### src/rtl/branch_resolver.sv
// rtl/branch_resolver.sv - buffers branch completions per mask bit and emits one resolve per cycle.
// Mispredicts win (oldest first), otherwise lowest index; mispredicts squash dependents.
module branch_resolver #(
   parameter int B_MASK_WIDTH = 4,
   parameter int NUM_BR_CMPL  = 2,
   parameter int ADDR_W       = 32
) (
   input  logic                                 clock,
   input  logic                                 reset,
   input  logic [NUM_BR_CMPL-1:0]               cmpl_valid,
   input  logic [NUM_BR_CMPL*B_MASK_WIDTH-1:0]  cmpl_b_m,
   input  logic [NUM_BR_CMPL*B_MASK_WIDTH-1:0]  cmpl_b_mask,
   input  logic [NUM_BR_CMPL-1:0]               cmpl_mispred,
   input  logic [NUM_BR_CMPL*ADDR_W-1:0]        cmpl_target,
   output logic [B_MASK_WIDTH-1:0]              b_mm_resolve,
   output logic                                 b_mm_mispred,
   output logic                                 restore_valid,
   output logic [ADDR_W-1:0]                    PC_restore,
   output logic [B_MASK_WIDTH-1:0]              pending_mask
);
   localparam int B = B_MASK_WIDTH;
   localparam int N = NUM_BR_CMPL;
   localparam logic [B-1:0] ONE = 1;

   logic [B-1:0]      r_valid;
   logic [B-1:0]      r_dep [B];
   logic [B-1:0]      r_misp;
   logic [ADDR_W-1:0] r_tgt [B];
   logic [B-1:0]      r_resolve;
   logic              r_mispred;
   logic [ADDR_W-1:0] r_pc;

   logic [B-1:0]      w_in_hit;
   logic [B-1:0]      w_cand_valid;
   logic [B-1:0]      w_cand_dep [B];
   logic [B-1:0]      w_cand_misp;
   logic [ADDR_W-1:0] w_cand_tgt [B];
   logic [B-1:0]      w_cand_mp;
   logic [B-1:0]      w_sel;
   logic              w_found;
   logic              w_sel_mp;
   logic [ADDR_W-1:0] w_sel_tgt;
   logic [B-1:0]      w_drop;
   logic [B-1:0]      w_survive;

   // Incoming completions bypass the buffer; lowest slot wins on a (illegal) collision.
   always_comb begin
      for (int i = 0; i < B; i++) begin
         w_in_hit[i]    = 1'b0;
         w_cand_dep[i]  = r_dep[i];
         w_cand_misp[i] = r_misp[i];
         w_cand_tgt[i]  = r_tgt[i];
         for (int k = N - 1; k >= 0; k--) begin
            if (cmpl_valid[k] && cmpl_b_m[k*B + i]) begin
               w_in_hit[i]    = 1'b1;
               w_cand_dep[i]  = cmpl_b_mask[k*B +: B];
               w_cand_misp[i] = cmpl_mispred[k];
               w_cand_tgt[i]  = cmpl_target[k*ADDR_W +: ADDR_W];
            end
         end
      end
      w_cand_valid = r_valid | w_in_hit;
      w_cand_mp    = w_cand_valid & w_cand_misp;
   end

   always_comb begin
      w_sel   = '0;
      w_found = 1'b0;
      for (int i = 0; i < B; i++) begin
         if (!w_found && w_cand_mp[i] && ((w_cand_dep[i] & w_cand_mp & ~(ONE << i)) == '0)) begin
            w_sel[i] = 1'b1;
            w_found  = 1'b1;
         end
      end
      for (int i = 0; i < B; i++) begin
         if (!w_found && w_cand_mp[i]) begin
            w_sel[i] = 1'b1;
            w_found  = 1'b1;
         end
      end
      for (int i = 0; i < B; i++) begin
         if (!w_found && w_cand_valid[i]) begin
            w_sel[i] = 1'b1;
            w_found  = 1'b1;
         end
      end
   end

   always_comb begin
      w_sel_mp  = |(w_sel & w_cand_misp);
      w_sel_tgt = '0;
      for (int i = 0; i < B; i++) begin
         if (w_sel[i]) w_sel_tgt = w_cand_tgt[i];
         w_drop[i] = w_sel_mp && ((w_cand_dep[i] & w_sel) != '0);
      end
      w_survive = w_cand_valid & ~w_sel & ~w_drop;
   end

   always_ff @(posedge clock or posedge reset) begin
      if (reset) begin
         r_valid   <= '0;
         r_misp    <= '0;
         r_resolve <= '0;
         r_mispred <= 1'b0;
         r_pc      <= '0;
         for (int i = 0; i < B; i++) begin
            r_dep[i] <= '0;
            r_tgt[i] <= '0;
         end
      end else begin
         r_valid   <= w_survive;
         r_misp    <= w_cand_misp;
         r_resolve <= w_sel;
         r_mispred <= w_sel_mp;
         r_pc      <= w_sel_mp ? w_sel_tgt : '0;
         for (int i = 0; i < B; i++) begin
            r_dep[i] <= w_cand_dep[i] & ~w_sel;
            r_tgt[i] <= w_cand_tgt[i];
         end
      end
   end

   // Protocol checks: one-hot own bit, no rewrite of a live entry, no two slots on one bit.
   always_ff @(posedge clock) begin
      if (!reset) begin
         for (int k = 0; k < N; k++) begin
            if (cmpl_valid[k]) begin
               assert ($onehot(cmpl_b_m[k*B +: B]));
               assert ((cmpl_b_m[k*B +: B] & r_valid) == '0);
               for (int j = k + 1; j < N; j++) begin
                  assert (!(cmpl_valid[j] && ((cmpl_b_m[k*B +: B] & cmpl_b_m[j*B +: B]) != '0)));
               end
            end
         end
      end
   end

   assign b_mm_resolve  = r_resolve;
   assign b_mm_mispred  = r_mispred;
   assign restore_valid = r_mispred;
   assign PC_restore    = r_pc;
   assign pending_mask  = r_valid;
endmodule

### config.mk
export PLATFORM = sky130hd
export DESIGN_NAME = branch_resolver
export DESIGN_NICKNAME = d
export VERILOG_FILES = /design/src/rtl/branch_resolver.sv
export SDC_FILE = /design/constraint.sdc
export NUM_CORES = 1
export LEC_CHECK = 0
export CORE_ASPECT_RATIO = 1.5
export CORE_MARGIN = 2
export CORE_UTILIZATION = 45
export CTS_BUF_LIST = sky130_fd_sc_hd__clkbuf_16
export DETAILED_ROUTE_END_ITERATION = 8
export GPL_TIMING_DRIVEN = 0
export HOLD_SLACK_MARGIN = 0.15
export PLACE_DENSITY_LB_ADDON = 0.05
export SLEW_MARGIN = 20
export SYNTH_ARGS = -nofsm -noshare
export SYNTH_HDL_FRONTEND = slang
export SYNTH_SLANG_ARGS = --single-unit
### constraint.sdc
create_clock -name clock -period 6.1 [get_ports clock]
set_input_delay 1.22 -clock clock [delete_from_list [all_inputs] [get_ports clock]]
set_output_delay 1.22 -clock clock [all_outputs]
set_load 0.02 [all_outputs]
Word level (Yosys, flattened, before mapping)
Index checks and enable logic that the tools add are counted.
{ "classes": {"add_sub_neg": 0, "multipliers": 0, "div_mod_pow": 0, "n_lt_le_gt_ge": 0, "eq_ne": 0, "shifts": 0, "n_mux": 59, "bitwise": 19, "n_reduce_logical": 47} }
{ "op_table": {"columns": ["operator", "count"], "rows": [
  ["32-bit two-way mux", 13],
  ["4-bit bitwise AND", 15],
  ["1-bit two-way mux", 38],
  ["4-bit two-way mux", 8],
  ["1-bit logical AND", 27],
  ["4-bit zero test", 4],
  ["4-bit nonzero test", 4],
  ["1-bit zero test", 11],
  ["4-bit NOT", 2],
  ["4-bit OR", 1],
  ["4-bit OR reduction", 1],
  ["3-bit bitwise AND", 1]
]} }
{ "word_totals": {"register_bits": 189, "latchBits": 0, "mem_bits_rw": 0, "romBits": 0, "inputBits": 86, "out_inout_bits": 42, "elab_cells": 138, "n_memories": 0} }

Longest topological paths before layout
{ "logic_depth": {"ltp_word": 50, "mapped_depth": 13, "ltp_nobuf": 9} }

Worst setup path after synthesis
No wires, ideal clock.
{ "synth_path": {"kind": "input to register", "from": "input cmpl_valid[0]", "to": "register r_pc[10], in the netlist PC_restore[10]", "setup_time_ns": 0.126, "arrival_ns": 3.486, "required_time_ns": 5.974, "setup_slack_ns": 2.488, "path_stages": 13, "path_buffers": 5, "cell_sequence": "buf_6 > and2_1 > buf_6 > nor2b_1 > or2_1 > buf_4 > a2111o_1 > buf_6 > a32oi_4 > inv_2 > buf_2 > a22o_1 > a221o_1"} }
{ "synth_between": {"elab_chain_cells": 47, "elab_cells_between_ends": 85, "classes_between": "mux: 43; bitwise: 7; reduce/logical: 35"} }
{ "synth_lines": {"columns": ["item", "line_no", "text"], "rows": [
  ["start, declared", "10", "input logic [NUM_BR_CMPL-1:0] cmpl_valid,"],
  ["1-bit logical AND", "54", "if (cmpl_valid[k] && cmpl_b_m[k*B + i]) begin"],
  ["1-bit two-way mux", "54", null],
  ["4-bit OR", "62", "w_cand_valid = r_valid | w_in_hit;"],
  ["4-bit bitwise AND", "63", "w_cand_mp = w_cand_valid & w_cand_misp;"],
  ["4-bit bitwise AND", "70", "if (!w_found && w_cand_mp[i] && ((w_cand_dep[i] & w_cand_mp & ~(ONE << i)) == '0)) begin"],
  ["4-bit zero test", "70", null],
  ["1-bit logical AND", "70", null],
  ["1-bit two-way mux", "70", null],
  ["[... 31 more ...]", null, null],
  ["1-bit logical AND", "82", "if (!w_found && w_cand_valid[i]) begin"],
  ["1-bit two-way mux", "82", null],
  ["1-bit zero test", "82", null],
  ["1-bit logical AND", "82", null],
  ["1-bit two-way mux", "82", null],
  ["4-bit bitwise AND", "90", "w_sel_mp = |(w_sel & w_cand_misp);"],
  ["4-bit OR reduction", "90", null],
  ["32-bit two-way mux (*)", "115", "r_pc <= w_sel_mp ? w_sel_tgt : '0;"],
  ["end signal, assigned", "115", null],
  ["end, declared", "31", "logic [ADDR_W-1:0] r_pc;"]
]} }
Every way passes the cells marked *; elsewhere a longest branch is shown, timed or not.

Final worst setup path
{ "layout_path": {"from": "input cmpl_b_m[6]", "to": "register r_pc[2], in the netlist PC_restore[2]"} }
{ "layout_between": {"elab_chain_cells": 48, "elab_cells_between_ends": 74, "classes_between": "mux: 35; bitwise: 7; reduce/logical: 32"} }
{ "layout_lines": {"columns": ["item", "line_no", "text"], "rows": [
  ["start, declared", "11", "input logic [NUM_BR_CMPL*B_MASK_WIDTH-1:0] cmpl_b_m,"],
  ["1-bit logical AND (*)", "54", null],
  ["1-bit two-way mux (2 in series)", "54", null],
  ["4-bit OR", "62", null],
  ["4-bit bitwise AND", "63", null],
  ["4-bit bitwise AND", "70", null],
  ["4-bit zero test", "70", null],
  ["1-bit logical AND", "70", null],
  ["1-bit two-way mux", "70", null],
  ["[... 31 more ...]", null, null],
  ["1-bit logical AND", "82", null],
  ["1-bit two-way mux", "82", null],
  ["1-bit zero test", "82", null],
  ["1-bit logical AND", "82", null],
  ["1-bit two-way mux", "82", null],
  ["4-bit bitwise AND", "90", null],
  ["4-bit OR reduction", "90", null],
  ["32-bit two-way mux (*)", "115", null]
]} }
Marks and branches as above.

==> out/results.ini <==
[die]
dieArea_um2 = 22330
die_x_um = 122.7
ioPinCount = 128
die_h_um = 182
core_area_um2 = 20900
rows = 65
initial_core_util_pct = 45.48

[power]
share_seq_of_total_power_pct = 36.0
intPower_w = 0.002769
power.density_nw_per_um2 = 366.6
vdd_ir_drop_max_v = 0.0002627
pwr-share-comb_pct = 37.7
sw_frac_of_total_pct = 36.12
static-leakage-power_nw = 5.428
p_switching_w = 0.001565
clkPwrFrac_pct = 26.3

[cts]
htree_num_levels = 4
cts.sinks = 185
post_cts_buffers = 0
tritoncts = done
insertion_delay_ns = 0.45
cts-root-buf = clkbuf_16
cts.reportedPaths.clkPinSlew_ns = 0.07
numCtsBuffers = 17
clock_path_buffers = 2
cts-hold-fix-buffers = 0
cts_resized = 0

[final_layout]
drive_gt1_share_pct = 8.326
final_common_cell = dfrtp_1
regArea_um2 = 4629
antenna_cells = 0
fin_area_um2 = 11820
fill_cells = 1941
multi_input_area_um2 = 4462
nets = 1178
area.growth.synth_to_final_pct = 24.39
layout_common_cells = 185 x dfrtp_1, 139 x nand2_1, 133 x o21ai_0, 131 x mux2i_1, 123 x clkdlybuf4s50_1

[synthesis]
async_reset_ff_share_pct = 100.0
yosysTopAreaCell = dfrtp_1
synth_seq_cells = 185
synth_edf_count = 0
yosysSeqAreaShare_pct = 48.70
synthDistinctLibCells = 66
yosysWarningCount = 0
syn_inst = 943
syn-num-nets = 1029
synth_area_per_cell_um2 = 10.08
yosysTopAreaCellShare_pct = 48.70
synth.area.top_cells = dfrtp_1 49%, mux2i_1 14%, o21ai_0 7.0%
synth_ff_type = dfrtp_1
syn-cell-area_um2 = 9505

[worst_setup_path]
arrival_ns = 4.73
rrSetupSlack_ns = 2.96
crit_path_end = PC_restore[2]
startpoint_type = input port
worstPathCellList = clkdlybuf4s50_1, and3_1, a311oi_4, nor3_1, a2111o_4, nor4_2, clkbuf_1, a221o_1
critPathSlowestCell = nor4_2
ff2ff_path_depth = 6
crit_start = cmpl_b_m[6]
end_kind = flop
crit_type = input port to flop
r2r-end = PC_restore[2]
cpPeakStageDelay_ns = 0.61
cp_max_fo = 10
r2r_start = r_misp[2]
crit_required_ns = 6.47

[route]
first_iter_violations = 566
antenna_left = 0
wl_per_cell_um = 22.26
dr.pass1.iters = 7
via_per_inst = 5.877
drt-total-wl_mm = 30.56
vias = 8069
drc_errors = 0

[placed_design]
placed_area_um2 = 11230
portBuffers = 123
gp_congestion = 0.9138
dp_hpwl_mm = 20.59

[sta]
grt_setup_unrepaired = false
tns_ns = 0
period_share_pct = 71.49
hold_viol_final = 0
achievable-frequency_mhz = 229.3
clock_skew_ns = 0.009287
max-slew-margin-rel_pct = 31.89
worst_slew_pin_slew_ns = 1.022
drv_slew = 0
final.min_clock_period_ns = 4.361
setup_violations = 0

[hold_path]
hold_path.class = flop to flop

[global_routing]
grt_max_degree = 32
grt_usage_pct = 28.10
grt_pass1_wl_mm = 47.33
overflow = 0
antenna_found_initial = 0
first_global_vias = 8384

[job]
drv_cap = 0

[status]
status = completed

[worst min path at each step]
| stage | endpoint | slack [ns] | cells after the start | from |
|---|---|---|---|---|
| 3_3_place_gp | r_misp[0] | 0.50 | 2 | r_misp[0] |
| 2_1_floorplan | r_misp[0] | 0.48 | 2 | r_misp[0] |
| 3_5_place_dp | r_misp[0] | 0.51 | 2 | r_misp[0] |
| 6_report | r_misp[0] | 0.54 | 2 | r_misp[0] |
| 4_1_cts | r_misp[0] | 0.52 | 2 | r_misp[0] |
| 5_1_grt | r_misp[0] | 0.56 | 2 | r_misp[0] |
[cell families (layout without fill, tap and decap cells)]
| kind of cell | Yosys count | in the layout | synth area share [%] |
|---|---|---|---|
| compound gates | 254 | 254 | 19.40 |
| simple gates | 291 | 291 | 13.74 |
| flops | 185 | 185 | 48.70 |
| mux | 131 | 131 | 13.79 |
| buf+inv | 82 | 244 | 4.357 |
[sequential cells by signal, indices dropped and copies added (netlist names)]
signal        cells
PC_restore       32
r_tgt           128
b_mm_resolve      4
r_misp            4
b_mm_mispred      1
r_dep            12
pending_mask      4
[per-layer routing]
| metal | vias to the layer above | wire length [µm] | track usage [%] |
|---|---|---|---|
| met5 | - | 0 | 0 |
| met4 | 0 | 856 | 11.72 |
| met3 | 61 | 1449 | 4.020 |
| met2 | 296 | 15470 | 47.56 |
| met1 | 4002 | 12780 | 35.53 |
| li1 | 3710 | - | - |
[metrics by stage]
step | cells | power [W] | utilization [%] | hold slack, ns | worst slack (ns)
2_1_floorplan | 943 | 0.002554 | - | 0.4810 | 2.488
3_3_place_gp | 1334 | 0.003190 | 52.99 | 0.4990 | 0.8103
3_5_place_dp | 1341 | 0.003207 | 53.73 | 0.5080 | 1.298
4_1_cts | 1373 | 0.004342 | 56.57 | 0.5249 | 1.745
5_1_grt | 1373 | 0.004533 | 56.57 | 0.5646 | 1.571
6_report | 1373 | 0.004334 | 56.57 | 0.5357 | 1.739
[cell usage after synthesis (8+ instances only)]
cell type	n
dfrtp_1	185
nand2_1	139
o21ai_0	133
mux2i_1	131
nor2_1	60
clkbuf_1	38
nand3_1	36
a221o_1	32
a22o_1	32
buf_1	14
buf_6	11
and3_1	10
buf_2	10
nand3b_1	9
a21oi_1	8
[worst max-delay path, delay by kind of cell]
kind	cells	cell delay, ns
AO/OA/AOI/OAI	3	1.32
buffers and inverters	2	1.15
AND/OR/NAND/NOR	3	1.03
[power by group through the flow]
stage	logic [W]	clock network [W]	registers, W
final	0.00163	0.00114	0.00156
after global routing	0.00175	0.00120	0.00158
after CTS	0.00163	0.00115	0.00156
after detailed placement	0.00162	0	0.00158
after global placement	0.00161	0	0.00158
after floorplan	0.000849	0	0.00170
[final cells by class]
| cell class | count | area share [%] |
|---|---|---|
| inverters | 6 | 0.2222 |
| well taps | 268 | 2.836 |
| repair buffers | 130 | 11.72 |
| clock inverters | 15 | 1.418 |
| clock buffers | 17 | 3.598 |
| plain buffers | 76 | 3.312 |
| flip-flops and latches | 185 | 39.15 |
| multi-input cells | 676 | 37.74 |
(Power assumes the default switching activity.)
